`config.mk`:
```
export PLATFORM = sky130hd
export DESIGN_NAME = uart_tx_rr_scheduler
export DESIGN_NICKNAME = d
export VERILOG_FILES = /design/src/rtl/uart_sched_pkg.sv /design/src/rtl/uart_rr_arbiter.sv /design/src/rtl/uart_tx_rr_scheduler.sv
export SDC_FILE = /design/constraint.sdc
export NUM_CORES = 1
export LEC_CHECK = 0
export ABC_AREA = 1
export CORE_MARGIN = 1
export CORE_UTILIZATION = 30
export DETAILED_ROUTE_END_ITERATION = 7
export SLEW_MARGIN = 40
export SYNTH_ARGS = -nofsm -noshare
export SYNTH_HDL_FRONTEND = slang
export SYNTH_HIERARCHICAL = 1
export SYNTH_SLANG_ARGS = --single-unit
```
`constraint.sdc`:
```
create_clock -name clk_i -period 5.9 [get_ports clk_i]
set_input_delay 1.475 -clock clk_i [delete_from_list [all_inputs] [get_ports clk_i]]
set_output_delay 1.475 -clock clk_i [all_outputs]
set_load 0.05 [all_outputs]
```
`src/rtl/uart_sched_pkg.sv`:
```
// Shared types and helpers for the round-robin UART TX scheduler.
package uart_sched_pkg;

    typedef enum logic [1:0] {
        PAR_NONE = 2'd0,
        PAR_ODD  = 2'd1,
        PAR_EVEN = 2'd2
    } parity_e;

    typedef enum logic [2:0] {
        IDLE   = 3'd0,
        START  = 3'd1,
        DATA   = 3'd2,
        PARITY = 3'd3,
        STOP   = 3'd4
    } state_e;

    function automatic int unsigned clks_per_bit(input int unsigned clk_hz, input int unsigned baud);
        return clk_hz / baud;
    endfunction

endpackage

```
`src/rtl/uart_rr_arbiter.sv`:
```
// Combinational round-robin pick: first requester at or after the pointer, wrapping.
module uart_rr_arbiter #(
    parameter int unsigned NUM_REQ = 4
) (
    input  logic [NUM_REQ-1:0]         i_req,
    input  logic [$clog2(NUM_REQ)-1:0] i_ptr,
    output logic [NUM_REQ-1:0]         o_grant,
    output logic [$clog2(NUM_REQ)-1:0] o_idx
);
    localparam int unsigned IDX_W = $clog2(NUM_REQ);

    logic [IDX_W-1:0] w_pos;
    logic             w_found;

    always_comb begin
        o_grant = '0;
        o_idx   = '0;
        w_pos   = '0;
        w_found = 1'b0;
        for (int unsigned k = 0; k < NUM_REQ; k++) begin
            w_pos = IDX_W'((32'(i_ptr) + k) % NUM_REQ);
            if (!w_found && i_req[w_pos]) begin
                o_grant[w_pos] = 1'b1;
                o_idx          = w_pos;
                w_found        = 1'b1;
            end
        end
    end

endmodule

```
`src/rtl/uart_tx_rr_scheduler.sv`:
```
// Shares one UART TX line between NUM_REQ requesters; one frame per round-robin grant.
module uart_tx_rr_scheduler
    import uart_sched_pkg::*;
#(
    parameter int unsigned NUM_REQ     = 4,
    parameter int unsigned DATA_WIDTH  = 8,
    parameter int unsigned PARITY_TYPE = 0,
    parameter int unsigned STOP_BITS   = 1,
    parameter int unsigned CLK_FREQ_HZ = 100_000_000,
    parameter int unsigned BAUD_RATE   = 9600
) (
    input  logic                          clk_i,
    input  logic                          rst_ni,
    input  logic [NUM_REQ-1:0]            req_valid_i,
    input  logic [NUM_REQ*DATA_WIDTH-1:0] req_data_i,
    output logic [NUM_REQ-1:0]            req_ready_o,
    output logic                          tx_o,
    output logic                          busy_o,
    output logic [$clog2(NUM_REQ)-1:0]    grant_id_o,
    output logic                          frame_done_o
);
    localparam int unsigned CPB    = clks_per_bit(CLK_FREQ_HZ, BAUD_RATE);
    localparam int unsigned IDX_W  = $clog2(NUM_REQ);
    localparam int unsigned BAUD_W = $clog2(CPB);
    localparam int unsigned BIT_W  = 4;
    localparam parity_e     PAR    = parity_e'(2'(PARITY_TYPE));
    localparam bit          HAS_PAR = (PAR != PAR_NONE);
    localparam logic [BAUD_W-1:0] BAUD_LAST = BAUD_W'(CPB - 1);
    localparam logic [BIT_W-1:0]  DATA_LAST = BIT_W'(DATA_WIDTH - 1);
    localparam logic [BIT_W-1:0]  STOP_LAST = BIT_W'(STOP_BITS - 1);

    state_e                r_state, w_state_nxt;
    logic [BAUD_W-1:0]     r_baud, w_baud_nxt;
    logic [BIT_W-1:0]      r_bit, w_bit_nxt;
    logic [DATA_WIDTH-1:0] r_shift, w_shift_nxt;
    logic                  r_par, w_par_nxt;
    logic [IDX_W-1:0]      r_ptr, w_ptr_nxt;
    logic [IDX_W-1:0]      r_gid, w_gid_nxt;
    logic                  r_tx, w_tx_nxt;
    logic                  r_busy, w_busy_nxt;
    logic                  r_done, w_done_nxt;

    logic [NUM_REQ-1:0]    w_grant;
    logic [IDX_W-1:0]      w_idx;
    logic [NUM_REQ-1:0]    w_ready;
    logic                  w_hs;
    logic [DATA_WIDTH-1:0] w_word;
    logic                  w_par;
    logic                  w_bit_end;

    uart_rr_arbiter #(.NUM_REQ(NUM_REQ)) u_arb (
        .i_req   (req_valid_i),
        .i_ptr   (r_ptr),
        .o_grant (w_grant),
        .o_idx   (w_idx)
    );

    // Acceptance is only offered while idle and out of reset.
    assign w_ready = (r_state == IDLE && rst_ni) ? w_grant : '0;
    assign w_hs    = |(req_valid_i & w_ready);

    always_comb begin
        w_word = '0;
        for (int i = 0; i < int'(NUM_REQ); i++) begin
            if (w_grant[i]) w_word = req_data_i[i*DATA_WIDTH +: DATA_WIDTH];
        end
    end

    assign w_par     = (PAR == PAR_ODD) ? ~^w_word : ^w_word;
    assign w_bit_end = (r_baud == BAUD_LAST);

    always_comb begin
        w_state_nxt = r_state;
        w_baud_nxt  = r_baud + BAUD_W'(1);
        w_bit_nxt   = r_bit;
        w_shift_nxt = r_shift;
        w_par_nxt   = r_par;
        w_ptr_nxt   = r_ptr;
        w_gid_nxt   = r_gid;
        case (r_state)
            IDLE: begin
                w_baud_nxt = '0;
                w_bit_nxt  = '0;
                if (w_hs) begin
                    w_state_nxt = START;
                    w_shift_nxt = w_word;
                    w_par_nxt   = w_par;
                    w_gid_nxt   = w_idx;
                    w_ptr_nxt   = (w_idx == IDX_W'(NUM_REQ - 1)) ? '0 : w_idx + IDX_W'(1);
                end
            end
            START: begin
                if (w_bit_end) begin
                    w_state_nxt = DATA;
                    w_baud_nxt  = '0;
                    w_bit_nxt   = '0;
                end
            end
            DATA: begin
                if (w_bit_end) begin
                    w_baud_nxt = '0;
                    if (r_bit == DATA_LAST) begin
                        w_state_nxt = HAS_PAR ? PARITY : STOP;
                        w_bit_nxt   = '0;
                    end else begin
                        w_bit_nxt   = r_bit + BIT_W'(1);
                        w_shift_nxt = r_shift >> 1;
                    end
                end
            end
            PARITY: begin
                if (w_bit_end) begin
                    w_state_nxt = STOP;
                    w_baud_nxt  = '0;
                    w_bit_nxt   = '0;
                end
            end
            STOP: begin
                if (w_bit_end) begin
                    w_baud_nxt = '0;
                    if (r_bit == STOP_LAST) begin
                        w_state_nxt = IDLE;
                        w_bit_nxt   = '0;
                    end else begin
                        w_bit_nxt   = r_bit + BIT_W'(1);
                    end
                end
            end
            default: begin
                w_state_nxt = IDLE;
                w_baud_nxt  = '0;
                w_bit_nxt   = '0;
            end
        endcase

        // Registered outputs are decoded from the next-state values so they align with the state.
        case (w_state_nxt)
            START:   w_tx_nxt = 1'b0;
            DATA:    w_tx_nxt = w_shift_nxt[0];
            PARITY:  w_tx_nxt = w_par_nxt;
            default: w_tx_nxt = 1'b1;
        endcase
        w_busy_nxt = (w_state_nxt != IDLE);
        w_done_nxt = (w_state_nxt == STOP) && (w_bit_nxt == STOP_LAST) && (w_baud_nxt == BAUD_LAST);
    end

    always_ff @(posedge clk_i) begin
        if (!rst_ni) begin
            r_state <= IDLE;
            r_baud  <= '0;
            r_bit   <= '0;
            r_shift <= '0;
            r_par   <= 1'b0;
            r_ptr   <= '0;
            r_gid   <= '0;
            r_tx    <= 1'b1;
            r_busy  <= 1'b0;
            r_done  <= 1'b0;
        end else begin
            r_state <= w_state_nxt;
            r_baud  <= w_baud_nxt;
            r_bit   <= w_bit_nxt;
            r_shift <= w_shift_nxt;
            r_par   <= w_par_nxt;
            r_ptr   <= w_ptr_nxt;
            r_gid   <= w_gid_nxt;
            r_tx    <= w_tx_nxt;
            r_busy  <= w_busy_nxt;
            r_done  <= w_done_nxt;
        end
    end

    assign req_ready_o  = w_ready;
    assign tx_o         = r_tx;
    assign busy_o       = r_busy;
    assign grant_id_o   = r_gid;
    assign frame_done_o = r_done;

endmodule

```
# After elaboration in Yosys (flattened, before gate mapping)
# Index checks and enable logic that the tools add are counted.
dict set report totals {
  register_bits 37
  wordCells 124
  in_bits 38
  output_inout_bits 9
}
dict set report classes {
  n_reduce_logical 24
  mux 56
  n_addsub 6
  eq_ne 15
  bitwise_logic 4
  n_lt_le_gt_ge 8
}
# cell count
set op_table {}
lappend op_table {{8-bit 2-to-1 mux} 7}
lappend op_table {{4-bit 2-to-1 mux} 10}
lappend op_table {{14-bit equality test, second input constant} 2}
lappend op_table {{14-bit 2-to-1 mux} 2}
lappend op_table {{3-bit 2-to-1 mux} 7}
lappend op_table {{8-bit case mux with 2 select lines} 1}
lappend op_table {{3-bit case mux with 5 select lines} 1}
lappend op_table {{14-bit by 1-bit adder with 14-bit output, second input constant} 1}
lappend op_table {{1-bit 2-to-1 mux} 13}
lappend op_table {{3-bit by 2-bit equality test with 1-bit output, second input constant} 4}
lappend op_table {{2-bit by 3-bit < comparator with 1-bit output, second input constant} 4}
lappend op_table {{4-bit bitwise OR} 3}
lappend op_table {{4-bit case mux with 3 select lines} 1}
lappend op_table {{1-bit logical AND} 10}
lappend op_table {{2-bit 2-to-1 mux} 5}
lappend op_table {{1-bit binary-select mux with 2-bit select} 4}
lappend op_table {{1-bit demux with 2-bit select} 4}
lappend op_table {{2-bit by 1-bit greater-or-equal comparator with 1-bit output, second input constant} 4}
lappend op_table {{4-bit logical NOT} 2}
lappend op_table {{4-bit OR reduction} 2}
lappend op_table {{8-bit parity} 1}
lappend op_table {{3-bit by 1-bit equality test with 1-bit output, second input constant} 2}
lappend op_table {{3-bit equality test, second input constant} 2}
lappend op_table {{2-bit inequality test, second input constant} 3}
lappend op_table {{other kinds (14)} 18}

# Longest topological paths before layout
dict set report logic_depth {
  word_depth 20
  mapped_depth 25
  depth_no_buf 23
}

# Modules after synthesis
# The synthesis kept the hierarchy.
# mod seq_area_each_um2 cells_per_inst instances area_per_inst_um2
set by_module_without_submodules {}
lappend by_module_without_submodules {uart_tx_rr_scheduler 740.7 446 1 2697.6}
lappend by_module_without_submodules {uart_rr_arbiter 0.0 73 1 439.2}

# Worst setup path after synthesis
# Ideal clock, no wire load.
dict set report synth_timing {
  kind {input -> output}
  from {input port req_valid_i[3]}
  to {output port req_ready_o[3]}
  path_buffers 2
  arrival_ns 2.797
  t_required_ns 4.425
  cell_stages 11
  setup_slack_ns 1.628
  cell_sequence {inv_1 -> nand2_1 -> nand3_4 -> nand2_4 -> nor2_4 -> buf_6 -> nand4_1 -> nand3_1 -> buf_2 -> nand2_1 -> inv_1}
}
dict set report synth_between {
  elab_chain_cells 13
  elab_cells_between_ends 25
  classes_between {16 x mux; 3 x bitwise; 6 x reduce/logical}
}
# element line
set synth_lines {}
lappend synth_lines {{start: declaration} uart_tx_rr_scheduler.sv:14} ;# input logic [NUM_REQ-1:0] req_valid_i,
lappend synth_lines {{1-bit binary-select mux with 2-bit select} uart_rr_arbiter.sv:22} ;# if (!w_found && i_req[w_pos]) begin
lappend synth_lines {{1-bit 2-to-1 mux (not written as such)} uart_rr_arbiter.sv:22}
lappend synth_lines {{1-bit 2-to-1 mux} uart_rr_arbiter.sv:22}
lappend synth_lines {{1-bit logical NOT} uart_rr_arbiter.sv:22}
lappend synth_lines {{1-bit logical AND} uart_rr_arbiter.sv:22}
lappend synth_lines {{1-bit 2-to-1 mux} uart_rr_arbiter.sv:22}
lappend synth_lines {{1-bit logical NOT} uart_rr_arbiter.sv:22}
lappend synth_lines {{1-bit logical AND} uart_rr_arbiter.sv:22}
lappend synth_lines {{1-bit 2-to-1 mux} uart_rr_arbiter.sv:22}
lappend synth_lines {{1-bit logical NOT} uart_rr_arbiter.sv:22}
lappend synth_lines {{1-bit logical AND} uart_rr_arbiter.sv:22}
lappend synth_lines {{4-bit 2-to-1 mux *} uart_rr_arbiter.sv:22}
lappend synth_lines {{net w_grant[3]} uart_tx_rr_scheduler.sv:43} ;# logic [NUM_REQ-1:0] w_grant;
lappend synth_lines {{4-bit 2-to-1 mux *} uart_tx_rr_scheduler.sv:59} ;# assign w_ready = (r_state == IDLE && rst_ni) ? w_grant : '0;
lappend synth_lines {{end: declaration} uart_tx_rr_scheduler.sv:16} ;# output logic [NUM_REQ-1:0] req_ready_o,
# Mark *: on every way through the listed nets, which the timed path passes. The rest lies on a longest branch. The select of a mux whose other input is x is not followed.

# Final worst setup path
dict set report layout_timing {
  from {input port req_valid_i[3]}
  to {output port req_ready_o[0]}
}
# The elaborated chain is that of the path after synthesis.

==> results.yml <==
timing:
  skew_ps: 4.33
  post-route-min-period_ps: 5460
  setup_viol: 0
  rsz0062_at_grt: "false"
  slew-limit-headroom_pct: 62.9
  fin_ws_ps: 438
  setup_total_negative_slack_ps: 0
  final_hold_viol_count: 0
  finalCritPeriodShare_pct: 92.6
  worst_slew_pin_slew_ps: 555
  drv_slew: 0
  fmax_ghz: 0.183
final_layout:
  share_of_the_core_filled_with_cells_pct: 38.3
  nFillCells: 1029
  mostFrequentLayoutCells: "nand2_1 (144), nor2_1 (67), inv_1 (65), clkdlybuf4s50_1 (46), nand3_1 (43)"
  antenna_cells: 0
  area_of_all_sequential_standard_cells_um2: 741
  most_common_cell_after_layout_fill_and_taps_aside: "nand2_1"
  multi_input_comb_area_um2: 2050
  growth_of_design_area_from_synthesis_to_finish_pct: 21.6
  final_net_count: 613
  post_route_cells_drive_above_1_share_pct: 10.9
routing:
  drtPass1Iterations: 4
  via_per_inst: 4.75
  wl_per_cell_um: 11.1
  postRouteAntennaNets: 0
  post-route-drc-count: 0
  drt_iter0_drc: 157
  routed-via-count: 3325
  drt_wl_total_mm: 7.79
global_routing:
  grt_antenna_before_repair: 0
  grt_start_max_net_pins: 30
  grt-ovfl-total: 0
  most_used_layer_global_route: "met2"
  grt.total_usage_pct: 14.8
  global_routing_met1_resource_utilization_pct: 18.9
  first_global_vias: 3117
  grt_util_met2_pct: 25.7
  groute.layer.met3.usage_pct: 3.07
  grt_first_pass_wirelength_mm: 13.6
floorplan:
  core_region_area_um2: 9950
  fp.dieArea_um2: 10900
  fp.dieH_um: 104
  top_level_ports: 47
  die_x_um: 104
  start_util_pct: 31.5
  std_cell_rows: 36
logic_synthesis:
  syn-instance-count: 519
  synth-seq-cells: 37
  ys.warnings.count: 6
  ys_async_sr_fraction_pct: 0
  number_of_enable_flip_flop_cells_after_synthesis: 0
  avgSynthCellArea_um2: 6.04
  synthesis.nets: 566
  synth_top_cell_area_share_pct: 23.6
  synthesis.area_um2: 3140
  synthDominantAreaCellType: "dfxtp_1"
  ys_seq_area_share_pct: 23.6
  synth_cell_types: 39
  yosys-top-cells-area: "dfxtp_1 (24%), nand2_1 (17%), nor2_1 (8.0%), inv_1 (7.8%), nand3_1 (6.9%)"
  synth_ff_type: "dfxtp_1"
power:
  power_density_nw_per_um2: 502
  ir_worst_vdd_mv: 0.142
  power.static_leakage_nw: 1.76
worst_setup_path:
  crit_path_end_kind: "primary output"
  worst-endpoint-arrival_ps: 3990
  startpoint_class_of_the_critical_path: "primary input"
  worst-endpoint-required_ps: 4430
  crit_path_max_fanout: 12
  timing.setup.critical_path_class: "in -> out"
  cp_slowest_stage_delay_ps: 790
  worst_path_max_delay_cell: "clkdlybuf4s50_1"
  crit_chain: "clkdlybuf4s50_1, inv_1, nand2_1, nand3_4, nand2_4, nor2_4, nand4_1, nand3_1, nand2_1, inv_1, clkdlybuf4s50_1"
placed_design:
  finalWeightedCongestion: 0.863
  numPortBuffers: 46
  detailed_placer_s_ending_hpwl_mm: 6.08
  place_worst_setup_slack_ps: 438
hold_path:
  hold_crit_path_type: "reg -> reg"
cts:
  cts_tree: "done"
  htree_levels: 2
  clock_tree.buffer_depth: 2
  worst_setup_hold_path_clk_slew_ps: 70
  clkSinkCount: 37
  cts_root_buffer: "clkbuf_8"
  numCtsBuffers: 5
  postCtsSetupRepairBufs: 0
  post_cts.resized_instances: 0
  hold_buffers: 0
  source_to_sink_clock_delay_at_the_later_pin_of_the_worst_skew_pair_ps: 290
run_status:
  run_status: "finished clean"
run:
  maxCapViolations: 0
==> cell type report <==
type	count	area share (%)
Sequential cell	37	19.4
Inverter	76	7.61
Timing Repair Buffer	50	12.9
Multi-Input combinational cell	396	53.6
Tap cell	133	4.36
Clock buffer	8	2.10
==> where the power goes <==
part           internal, mW  leakage (nW)  switching, mW
Sequential            0.299         0.300         0.0359
Clock                0.0840        0.0395         0.0872
Combinational         0.475          1.42          0.933
==> registers in the layout (all words and copies together), names as in the netlist <==
signal / cells
r_baud: 14
r_par: 1
busy_o: 1
r_state: 3
frame_done_o: 1
grant_id_o: 2
r_shift: 8
tx_o: 1
r_ptr: 2
r_bit: 4
==> final timing paths <==
| check | to | cells after the start | slack, ps | from |
|---|---|---|---|---|
| hold / removal | r_shift[4] | 2 | 460 | r_shift[4] |
| setup / recovery | req_ready_o[0] | 11 | 440 | req_valid_i[3] |
| setup reg to reg | tx_o | 21 | 2620 | r_ptr[0] |
| hold reg to reg | r_shift[4] | 2 | 460 | r_shift[4] |
==> cell usage after synthesis, types with 2 or more instances <==
cell type / instances
o21ai_0: 8
a21oi_1: 32
a21boi_0: 5
o21bai_1: 2
nor2_1: 67
nor2_4: 6
nand3_4: 4
xor2_1: 4
a22oi_1: 6
inv_2: 10
nand3_2: 4
inv_1: 65
dfxtp_1: 37
nand3_1: 43
nor2_2: 3
nor3_2: 2
nand4_1: 17
or2_2: 2
ha_1: 9
nor4_1: 2
buf_4: 3
nand3b_1: 2
nand2_2: 16
buf_2: 3
nand2_1: 144
clkbuf_1: 3
o21ai_2: 2
nor3_1: 7
==> worst max-delay path, delay by kind of cell <==
| kind | cells | cell delay [ps] |
|---|---|---|
| and+or+nand+nor | 7 | 1110 |
| buffers and inverters | 4 | 1390 |
==> metal layers <==
metal / share of wire (%) / wire, µm
met1: 47 / 3660
met3: 5.5 / 425
met2: 46 / 3610
met5: 0 / 0
met4: 1.1 / 87
==> cell families (layout without fill, tap and decap cells) <==
logic type	Yosys count	after routing	share of synthesized area (%)
xor+xnor	4	4	1.12
flops	37	37	23.6
simple gates	321	321	48.5
buf+inv	86	134	11.2
fa+ha+maj	9	9	3.59
compound gates	62	62	12.0
==> metrics by stage <==
step / hold WS, ps / cell area [µm²] / cells / power (mW)
after floorplan: 430 / 3140 / 519 / 1.46
after global placement: 446 / 3730 / 692 / 1.72
after detailed placement: 452 / 3730 / 692 / 1.75
after CTS: 464 / 3810 / 700 / 1.93
after global routing: 480 / 3810 / 700 / 2.15
final: 463 / 3810 / 700 / 1.91
Power figures use the tool's default switching activity.
